--- config.mk ---
export PLATFORM = sky130hd
export DESIGN_NAME = multicycle_controller
export DESIGN_NICKNAME = d
export VERILOG_FILES = /design/src/rtl/mips_ctrl_pkg.sv /design/src/rtl/alu_decoder.sv /design/src/rtl/multicycle_controller.sv
export SDC_FILE = /design/constraint.sdc
export NUM_CORES = 1
export LEC_CHECK = 0
export CAP_MARGIN = 20
export CELL_PAD_IN_SITES_DETAIL_PLACEMENT = 1
export CELL_PAD_IN_SITES_GLOBAL_PLACEMENT = 1
export CORE_UTILIZATION = 26
export CTS_CLUSTER_DIAMETER = 40
export CTS_CLUSTER_SIZE = 30
export DETAILED_ROUTE_END_ITERATION = 6
export PLACE_DENSITY = 0.78
export REMOVE_ABC_BUFFERS = 1
export SETUP_SLACK_MARGIN = 0.3
export SLEW_MARGIN = 20
export SYNTH_ARGS = -nofsm -noshare
export SYNTH_HDL_FRONTEND = slang
export SYNTH_HIERARCHICAL = 1
export SYNTH_SLANG_ARGS = --single-unit
export TNS_END_PERCENT = 20
--- constraint.sdc ---
create_clock -name clk -period 2.13 [get_ports clk]
set_input_delay 0.3195 -clock clk [delete_from_list [all_inputs] [get_ports clk]]
set_output_delay 0.3195 -clock clk [all_outputs]
set_load 0.02 [all_outputs]
--- src/rtl/mips_ctrl_pkg.sv ---
// Shared encodings for the multicycle MIPS controller: states, opcodes, functs, ALU codes.
// No logic here; everything is a constant or a type.
package mips_ctrl_pkg;

    typedef enum logic [3:0] {
        FETCH   = 4'd0,
        DECODE  = 4'd1,
        MEMADR  = 4'd2,
        MEMRD   = 4'd3,
        MEMWB   = 4'd4,
        MEMWR   = 4'd5,
        EXECUTE = 4'd6,
        ALUWB   = 4'd7,
        BRANCH  = 4'd8,
        ADDIEX  = 4'd9,
        ADDIWB  = 4'd10,
        JUMP    = 4'd11
    } state_t;

    localparam logic [5:0] OP_RTYPE = 6'b000000;
    localparam logic [5:0] OP_LW    = 6'b100011;
    localparam logic [5:0] OP_SW    = 6'b101011;
    localparam logic [5:0] OP_BEQ   = 6'b000100;
    localparam logic [5:0] OP_ADDI  = 6'b001000;
    localparam logic [5:0] OP_J     = 6'b000010;

    localparam logic [5:0] FN_ADD = 6'b100000;
    localparam logic [5:0] FN_SUB = 6'b100010;
    localparam logic [5:0] FN_AND = 6'b100100;
    localparam logic [5:0] FN_OR  = 6'b100101;
    localparam logic [5:0] FN_SLT = 6'b101010;

    localparam logic [2:0] ALU_ADD = 3'b010;
    localparam logic [2:0] ALU_SUB = 3'b110;
    localparam logic [2:0] ALU_AND = 3'b000;
    localparam logic [2:0] ALU_OR  = 3'b001;
    localparam logic [2:0] ALU_SLT = 3'b111;

    localparam logic [1:0] ALUOP_ADD   = 2'b00;
    localparam logic [1:0] ALUOP_SUB   = 2'b01;
    localparam logic [1:0] ALUOP_FUNCT = 2'b10;

endpackage

--- src/rtl/alu_decoder.sv ---
// ALU control decode from ALUOp and Funct; purely combinational, zero latency.
// No handshake; unknown Funct or ALUOp falls back to add.
module alu_decoder
    import mips_ctrl_pkg::*;
(
    input  logic [1:0] ALUOp,
    input  logic [5:0] Funct,
    output logic [2:0] ALUControl
);

    always_comb begin
        ALUControl = ALU_ADD;
        case (ALUOp)
            ALUOP_ADD: ALUControl = ALU_ADD;
            ALUOP_SUB: ALUControl = ALU_SUB;
            ALUOP_FUNCT: begin
                case (Funct)
                    FN_ADD:  ALUControl = ALU_ADD;
                    FN_SUB:  ALUControl = ALU_SUB;
                    FN_AND:  ALUControl = ALU_AND;
                    FN_OR:   ALUControl = ALU_OR;
                    FN_SLT:  ALUControl = ALU_SLT;
                    default: ALUControl = ALU_ADD;
                endcase
            end
            default: ALUControl = ALU_ADD;
        endcase
    end

endmodule

--- src/rtl/multicycle_controller.sv ---
// Moore control FSM for a multicycle MIPS datapath; 3-5 cycles per instruction with mem_ready=1.
// Stalls in FETCH/MEMRD/MEMWR while mem_ready=0; write enables are gated low during reset.
module multicycle_controller
    import mips_ctrl_pkg::*;
(
    input  logic       clk,
    input  logic       rst_n,
    input  logic [5:0] Op,
    input  logic [5:0] Funct,
    input  logic       Zero,
    input  logic       mem_ready,
    output logic       IorD,
    output logic       MemWrite,
    output logic       IRWrite,
    output logic       PCEn,
    output logic       RegWrite,
    output logic       RegDst,
    output logic       MemtoReg,
    output logic       ALUSrcA,
    output logic [1:0] ALUSrcB,
    output logic [1:0] PCSrc,
    output logic [2:0] ALUControl,
    output logic       illegal_op,
    output logic [3:0] state_o
);

    state_t     state;
    state_t     stateNext;
    logic [1:0] aluOp;
    logic       pcWrite;
    logic       branch;
    logic       memWriteRaw;
    logic       irWriteRaw;
    logic       regWriteRaw;
    logic       illegalRaw;

    always_ff @(posedge clk or negedge rst_n) begin
        if (!rst_n) state <= FETCH;
        else        state <= stateNext;
    end

    always_comb begin
        stateNext   = FETCH;
        aluOp       = ALUOP_ADD;
        IorD        = 1'b0;
        RegDst      = 1'b0;
        MemtoReg    = 1'b0;
        ALUSrcA     = 1'b0;
        ALUSrcB     = 2'b00;
        PCSrc       = 2'b00;
        pcWrite     = 1'b0;
        branch      = 1'b0;
        memWriteRaw = 1'b0;
        irWriteRaw  = 1'b0;
        regWriteRaw = 1'b0;
        illegalRaw  = 1'b0;
        case (state)
            FETCH: begin
                ALUSrcB    = 2'b01;
                irWriteRaw = mem_ready;
                pcWrite    = mem_ready;
                stateNext  = mem_ready ? DECODE : FETCH;
            end
            DECODE: begin
                // ALU precomputes the branch target while the opcode is decoded
                ALUSrcB = 2'b11;
                case (Op)
                    OP_LW, OP_SW: stateNext = MEMADR;
                    OP_RTYPE:     stateNext = EXECUTE;
                    OP_BEQ:       stateNext = BRANCH;
                    OP_ADDI:      stateNext = ADDIEX;
                    OP_J:         stateNext = JUMP;
                    default: begin
                        stateNext  = FETCH;
                        illegalRaw = 1'b1;
                    end
                endcase
            end
            MEMADR: begin
                ALUSrcA   = 1'b1;
                ALUSrcB   = 2'b10;
                stateNext = (Op == OP_LW) ? MEMRD : MEMWR;
            end
            MEMRD: begin
                IorD      = 1'b1;
                stateNext = mem_ready ? MEMWB : MEMRD;
            end
            MEMWB: begin
                MemtoReg    = 1'b1;
                regWriteRaw = 1'b1;
            end
            MEMWR: begin
                IorD        = 1'b1;
                memWriteRaw = 1'b1;
                stateNext   = mem_ready ? FETCH : MEMWR;
            end
            EXECUTE: begin
                ALUSrcA   = 1'b1;
                aluOp     = ALUOP_FUNCT;
                stateNext = ALUWB;
            end
            ALUWB: begin
                RegDst      = 1'b1;
                regWriteRaw = 1'b1;
            end
            BRANCH: begin
                ALUSrcA = 1'b1;
                aluOp   = ALUOP_SUB;
                PCSrc   = 2'b01;
                branch  = 1'b1;
            end
            ADDIEX: begin
                ALUSrcA   = 1'b1;
                ALUSrcB   = 2'b10;
                stateNext = ADDIWB;
            end
            ADDIWB: begin
                regWriteRaw = 1'b1;
            end
            JUMP: begin
                PCSrc   = 2'b10;
                pcWrite = 1'b1;
            end
            default: stateNext = FETCH;
        endcase
    end

    alu_decoder u_alu_decoder (
        .ALUOp      (aluOp),
        .Funct      (Funct),
        .ALUControl (ALUControl)
    );

    // Reset must kill any in-flight write immediately, not at the next edge
    assign MemWrite   = memWriteRaw & rst_n;
    assign IRWrite    = irWriteRaw & rst_n;
    assign RegWrite   = regWriteRaw & rst_n;
    assign PCEn       = (pcWrite | (branch & Zero)) & rst_n;
    assign illegal_op = illegalRaw & rst_n;
    assign state_o    = state;

endmodule

==> impl_metrics.json, run 1 <==
{
  "outcome": "finished clean",
  "largest_register_ffs": 4,
  "grt-ovfl-total": 0,
  "final-seq-area_um2": 104,
  "cp.arrival_ns": 1.75,
  "die_area_um2": 2760,
  "synth_top_family_by_area": "simple AND/OR/NAND/NOR gates",
  "slew_viol_final": 0,
  "maxSlewHeadroom_pct": 47.3,
  "min_period_ns": 2.07,
  "hold_viol": 0,
  "final_util_pct": 63.8,
  "synth-compound-area-share_pct": 20.9,
  "layout-drive-gt1-share_pct": 49.7,
  "cts_num_sinks": 4,
  "endpoint_kind": "output port",
  "setup_violations": 0,
  "yosysTopAreaCellShare_pct": 15.1,
  "insertedDiodeCount": 0,
  "grt_pass1_vias": 1142,
  "grt_pass1_wl_mm": 5.59,
  "drv_cap": 0,
  "firstDrtPassIters": 4,
  "min_period_over_period_pct": 97.1,
  "max-vdd-ir-drop_mv": 0.574,
  "cp_cell_sequence": "nand2b_4 > nor3_4 > inv_2 > ha_4 > buf_6 > nor2_1 > a31oi_1 > buf_4",
  "synth.distinct_cells": 39,
  "globalplace.congestion": 0.827,
  "seq_area_frac_synth_pct": 15.1,
  "power_density_nw_per_um2": 749,
  "setup-tns-final_ns": 0,
  "cts_root_buffer": "clkbuf_4",
  "clk_latency_ns": 0.26,
  "pre_cts_slack_ns": -0.365,
  "max_freq_mhz": 483,
  "dr_total_vias": 1084,
  "cts_hold_buf": 0,
  "syn_avg_cell_area_um2": 7.37,
  "fillers": 279,
  "synth_seq_cells": 4,
  "cp_max_fo": 3,
  "num_rows": 17,
  "setup_slack_ns": 0.0617,
  "syn2layout_area_growth_pct": 121,
  "cpPeakStageDelay_ns": 0.40,
  "track_usage_pct": 28.7,
  "port-buffer-count": 35,
  "path_class": "reg2out",
  "placed_area_um2": 1250,
  "grt_max_degree": 11,
  "ys_warn_count": 6,
  "drc": 0,
  "io_pins": 36,
  "viasPerCell": 5.74,
  "drt.antenna.violating_nets": 0,
  "yosysTopAreaCell": "dfrtp_1",
  "start_util_pct": 28.9,
  "p_leak_nw": 0.645,
  "startpoint_type": "flop",
  "clockBufferDepth": 2,
  "dpl.hpwl_mm": 2.30,
  "synth-simple-area-share_pct": 45.1,
  "drt_iter0_drc": 22,
  "synthMuxAreaShare_pct": 3.21,
  "wire_per_inst_um": 22.4,
  "worst_slew_pin_slew_ns": 0.770,
  "drt-total-wl_mm": 4.24,
  "cts_tree": "built",
  "grt_antenna_before_repair": 0,
  "synthTopCellsByArea": "dfrtp_1 15%, nor3_1 6.0%, nor2_1 5.1%, nand2b_1 4.7%, a21oi_1 3.8%",
  "die_width_um": 52.5,
  "synth_xor_area_share_pct": 2.64,
  "die_y_um": 52.5,
  "path_clk_slew_ns": 0.05,
  "critPathRequiredTime_ns": 1.81,
  "synth_cells": 90,
  "min_path_type": "in2async",
  "synthesis.area_um2": 663,
  "core_area_um2": 2300,
  "cp_slowest_cell": "dfrtp_1",
  "nets": 181,
  "htree_num_levels": 1,
  "final_area_um2": 1470,
  "synthAdderAreaFrac_pct": 3.77,
  "numCtsBuffers": 3,
  "fin_skew_ns": 0.00615,
  "multi_input_area_um2": 636,
  "rsz0062_at_grt": "yes"
}
-- layer usage --
metal  global-route usage [%]  share of wire, %  vias up  wire [µm]
li1                         -                 -      484          -
met1                     31.5                38      522       1610
met2                     53.4                53       62       2250
met3                     4.35               4.9       16        209
met4                     12.3               3.8        0        163
met5                        0                 0        -          0
-- through the flow --
| stage | power, mW | hold WS (ns) | std cells |
|---|---|---|---|
| floorplan | 0.421 | 0.0239 | 84 |
| global placement | 0.782 | 0.635 | 177 |
| detailed placement | 0.803 | 0.648 | 177 |
| CTS | 0.988 | 0.453 | 186 |
| global route | 1.15 | 0.484 | 189 |
| finish | 1.10 | 0.476 | 189 |
-- critical path: cells and delay by family (launching register included) --
family          cells  cell delay [ns]
fa+ha+maj           1             0.28
simple gates        3             0.35
compound gates      1             0.13
buf+inv             3             0.33
flops               1             0.40
-- synthesized netlist by cell type --
library cell / n
nor2_1: 9
nor3_1: 8
inv_1: 6
a21oi_1: 5
nand2b_1: 5
and3_1: 4
buf_2: 4
dfrtp_1: 4
a31oi_1: 3
o21ai_0: 3
and4_1: 2
ha_1: 2
nand2_1: 2
nand3b_1: 2
nand4bb_1: 2
nor2b_1: 2
nor3b_1: 2
nor4_1: 2
or3b_1: 2
xor2_1: 2
a2111oi_0: 1
a211oi_1: 1
a2bb2oi_1: 1
a311oi_1: 1
buf_4: 1
buf_6: 1
mux2_2: 1
mux2i_1: 1
nand4b_1: 1
nand4bb_2: 1
nor4b_1: 1
o2111ai_1: 1
o211ai_1: 1
o21a_1: 1
o21bai_1: 1
o221ai_1: 1
o22ai_1: 1
or3_1: 1
or3b_2: 1
-- area by class of cell --
cell class | count | area share (%)
multi-input combinational | 74 | 43.3
timing repair buffer | 74 | 44.1
tap | 28 | 2.39
clock buffer | 3 | 1.54
sequential | 4 | 7.08
inverter | 6 | 1.54
-- final timing paths --
kind	from	endpoint	slack [ns]	cells past startpoint
setup / recovery	state_o[2]$_DFF_PN0_	ALUControl[1]	0.06	8
hold / removal	rst_n	state_o[0]$_DFF_PN0_	0.48	2
setup reg to reg	state_o[0]$_DFF_PN0_	state_o[2]$_DFF_PN0_	0.33	5
hold reg to reg	state_o[3]$_DFF_PN0_	state_o[0]$_DFF_PN0_	0.80	3
max in group asynchronous	rst_n	state_o[3]$_DFF_PN0_	1.53	2
min in group clk	state_o[3]$_DFF_PN0_	state_o[0]$_DFF_PN0_	0.80	3
-- kinds of logic (layout without fill, tap and decap cells) --
kind of cell,Yosys count,count (layout)
AOI/OAI and AO/OA,21,21
xor gates and xnor gates,2,2
adders and majority gates,2,2
buffers and inverters,12,83
DFF,4,4
muxes,2,2
and+or+nand+nor,47,47
-- report_power, final --
group          internal [mW]  switching [mW]
Combinational          0.421           0.439
Clock                 0.0642          0.0477
Sequential            0.0973          0.0289
-- repair_timing --
item | CTS | global route
buffers inserted | 5 | 3
setup endpoints to repair | 16 | 11
resized for setup | 93 | 9
gates cloned | 1 | 0
pin swaps | 14 | 3
-- cell usage in the layout (no fill, tap or decap), types with 4 or more instances in the layout --
master / netlist / final
and3_1: 4 / 4
nor3_1: 8 / 6
buf_4: 1 / 35
buf_6: 1 / 9
clkdlybuf4s50_1: 0 / 15
inv_1: 6 / 4
nor2_1: 9 / 7
buf_2: 4 / 4
dlygate4sd2_1: 0 / 8
nand2b_4: 0 / 4
Power figures use the tool's default switching activity.
==> run 2, diff against run 1 <==
--- a/config.mk
+++ b/config.mk
@@ -8,6 +8,7 @@
 export CAP_MARGIN = 20
 export CELL_PAD_IN_SITES_DETAIL_PLACEMENT = 1
 export CELL_PAD_IN_SITES_GLOBAL_PLACEMENT = 1
+export CORE_ASPECT_RATIO = 0.75
 export CORE_UTILIZATION = 26
 export CTS_CLUSTER_DIAMETER = 40
 export CTS_CLUSTER_SIZE = 30
==> run 2 against run 1 <==
  * The flow now finishes with violations (negative setup slack)
  * Global-route usage down 1.8 points
  * Clock-buffer cell count unchanged
  * Die area about the same
  * Via count down 2.2%
  * Cell area down 0.60%
  * Non-clock buffer count down 2
  * Worst setup slack worse by 0.062 ns
  * Critical path depth down 3
  * Flip-flop and latch count unchanged
  * Clock skew down 0.0034 ns
  * Routed wire length down 12%
  * Critical path type unchanged
==> impl_metrics.json, run 2 (synthesis gave the netlist of run 1 again) <==
{
  "start_util_pct": 28.3,
  "worst_slew_pin_slew_ns": 0.322,
  "power_density_nw_per_um2": 711,
  "total_power_mw": 1.04,
  "outcome": "complete, but fails checks",
  "slew_viol_final": 0,
  "final_common_cell": "buf_4",
  "viasPerCell": 5.49,
  "maxSlewHeadroom_pct": 78.0,
  "numCtsBuffers": 3,
  "fin_cells": 193,
  "final_area_um2": 1460,
  "dpl.hpwl_mm": 2.25,
  "placed_area_um2": 1240,
  "max-vdd-ir-drop_mv": 0.450,
  "grt_pass1_wl_mm": 5.17,
  "setup_slack_ns": -0.0000516,
  "grt_max_degree": 11,
  "endpoint_kind": "output port",
  "min_period_ns": 2.13,
  "grt-ovfl-total": 0,
  "drt-total-wl_mm": 3.74,
  "fillers": 277,
  "die_width_um": 60.3,
  "max_freq_mhz": 469,
  "nets": 179,
  "path_class": "reg2out",
  "cp.arrival_ns": 1.81,
  "wire_per_inst_um": 19.4,
  "clockBufferDepth": 2,
  "startpoint_type": "flop",
  "io_pins": 36,
  "cp_max_fo": 7,
  "cp_slowest_cell": "or3b_2",
  "drv_cap": 0,
  "dp.cells": 183,
  "drt.antenna.violating_nets": 0,
  "setup_violations": 1,
  "multi_input_area_um2": 639,
  "violations": "negative setup slack",
  "largest_register_ffs": 4,
  "rsz0062_at_grt": "yes",
  "layout-drive-gt1-share_pct": 47.8,
  "syn2layout_area_growth_pct": 120,
  "cts_hold_buf": 0,
  "firstDrtPassIters": 4,
  "drc": 0,
  "final-seq-area_um2": 104,
  "min_period_over_period_pct": 100,
  "cts_tree": "built",
  "insertedDiodeCount": 0,
  "die_area_um2": 2760,
  "fin_skew_ns": 0.00278,
  "grt_pass1_vias": 1077,
  "core_area_um2": 2350,
  "min_path_type": "in2async",
  "layout_common_cells": "36 x buf_4, 14 x clkdlybuf4s50_1, 10 x dlymetal6s2s_1",
  "critPathRequiredTime_ns": 1.81,
  "clk_latency_ns": 0.24,
  "path_buf_inv": 2,
  "drt_iter0_drc": 28,
  "die_y_um": 45.7,
  "p_leak_nw": 0.722,
  "globalplace.congestion": 0.784,
  "path_clk_slew_ns": 0.04,
  "num_rows": 15,
  "port-buffer-count": 35,
  "grt_antenna_before_repair": 0,
  "cts_num_sinks": 4,
  "cts_root_buffer": "clkbuf_4",
  "htree_num_levels": 1,
  "crit_family": "simple AND/OR/NAND/NOR gates",
  "hold_viol": 0,
  "cpPeakStageDelay_ns": 0.48,
  "track_usage_pct": 26.8,
  "dr_total_vias": 1060,
  "cp_cell_sequence": "buf_4 > or3b_2 > a21oi_2 > o21a_1 > buf_6"
}
## run 2: final timing paths
check	startpoint	to	slack, ns	cells after the start
min in group clk	state_o[3]$_DFF_PN0_	state_o[0]$_DFF_PN0_	0.71	2
worst max-delay path	state_o[1]$_DFF_PN0_	RegWrite	-0.00005	5
worst min-delay path	rst_n	state_o[2]$_DFF_PN0_	0.51	2
worst min register to register	state_o[3]$_DFF_PN0_	state_o[0]$_DFF_PN0_	0.71	2
worst max register to register	state_o[1]$_DFF_PN0_	state_o[2]$_DFF_PN0_	0.53	4
max in group asynchronous	rst_n	state_o[3]$_DFF_PN0_	1.50	2
## run 2: repair_timing
action | CTS | global route
setup buffers | 3 | 3
setup endpoints to repair | 16 | 18
pin swaps | 7 | 6
gates cloned | 1 | 0
resized for setup | 43 | 47
## run 2: metal layers
layer  up-vias  wire (µm)  global-route usage [%]
met1       518       1410                    32.1
met3        12        231                    4.26
met2        53       1970                    46.6
li1        477          -                       -
met4         0        116                    14.0
met5         -          0                       0
## run 2: area by class of cell
class | instances | area share (%)
sequential | 4 | 7.12
clock buffer | 3 | 1.55
multi-input combinational | 74 | 43.9
tap | 34 | 2.92
timing repair buffer | 72 | 43.0
inverter | 6 | 1.55
## run 2: where the power goes
part           total (mW)  internal [mW]  switching [mW]  leakage [nW]
Clock               0.101         0.0635          0.0376        0.0138
Sequential          0.130         0.0974          0.0324        0.0488
Combinational       0.805          0.390           0.415         0.659
Total                1.04          0.551           0.485         0.722
## run 2: per-stage QoR
stage	util [%]	TNS, ns	setup WS (ns)	hold WS (ns)
floorplan	-	-0.477	-0.208	0.0239
finish	62.1	-0.0000516	-0.0000516	0.507
detailed placement	53.0	-1.17	-0.309	0.671
global route	62.1	-0.0364	-0.0353	0.522
CTS	57.4	0	0.0243	0.513
global placement	53.0	-0.906	-0.229	0.637
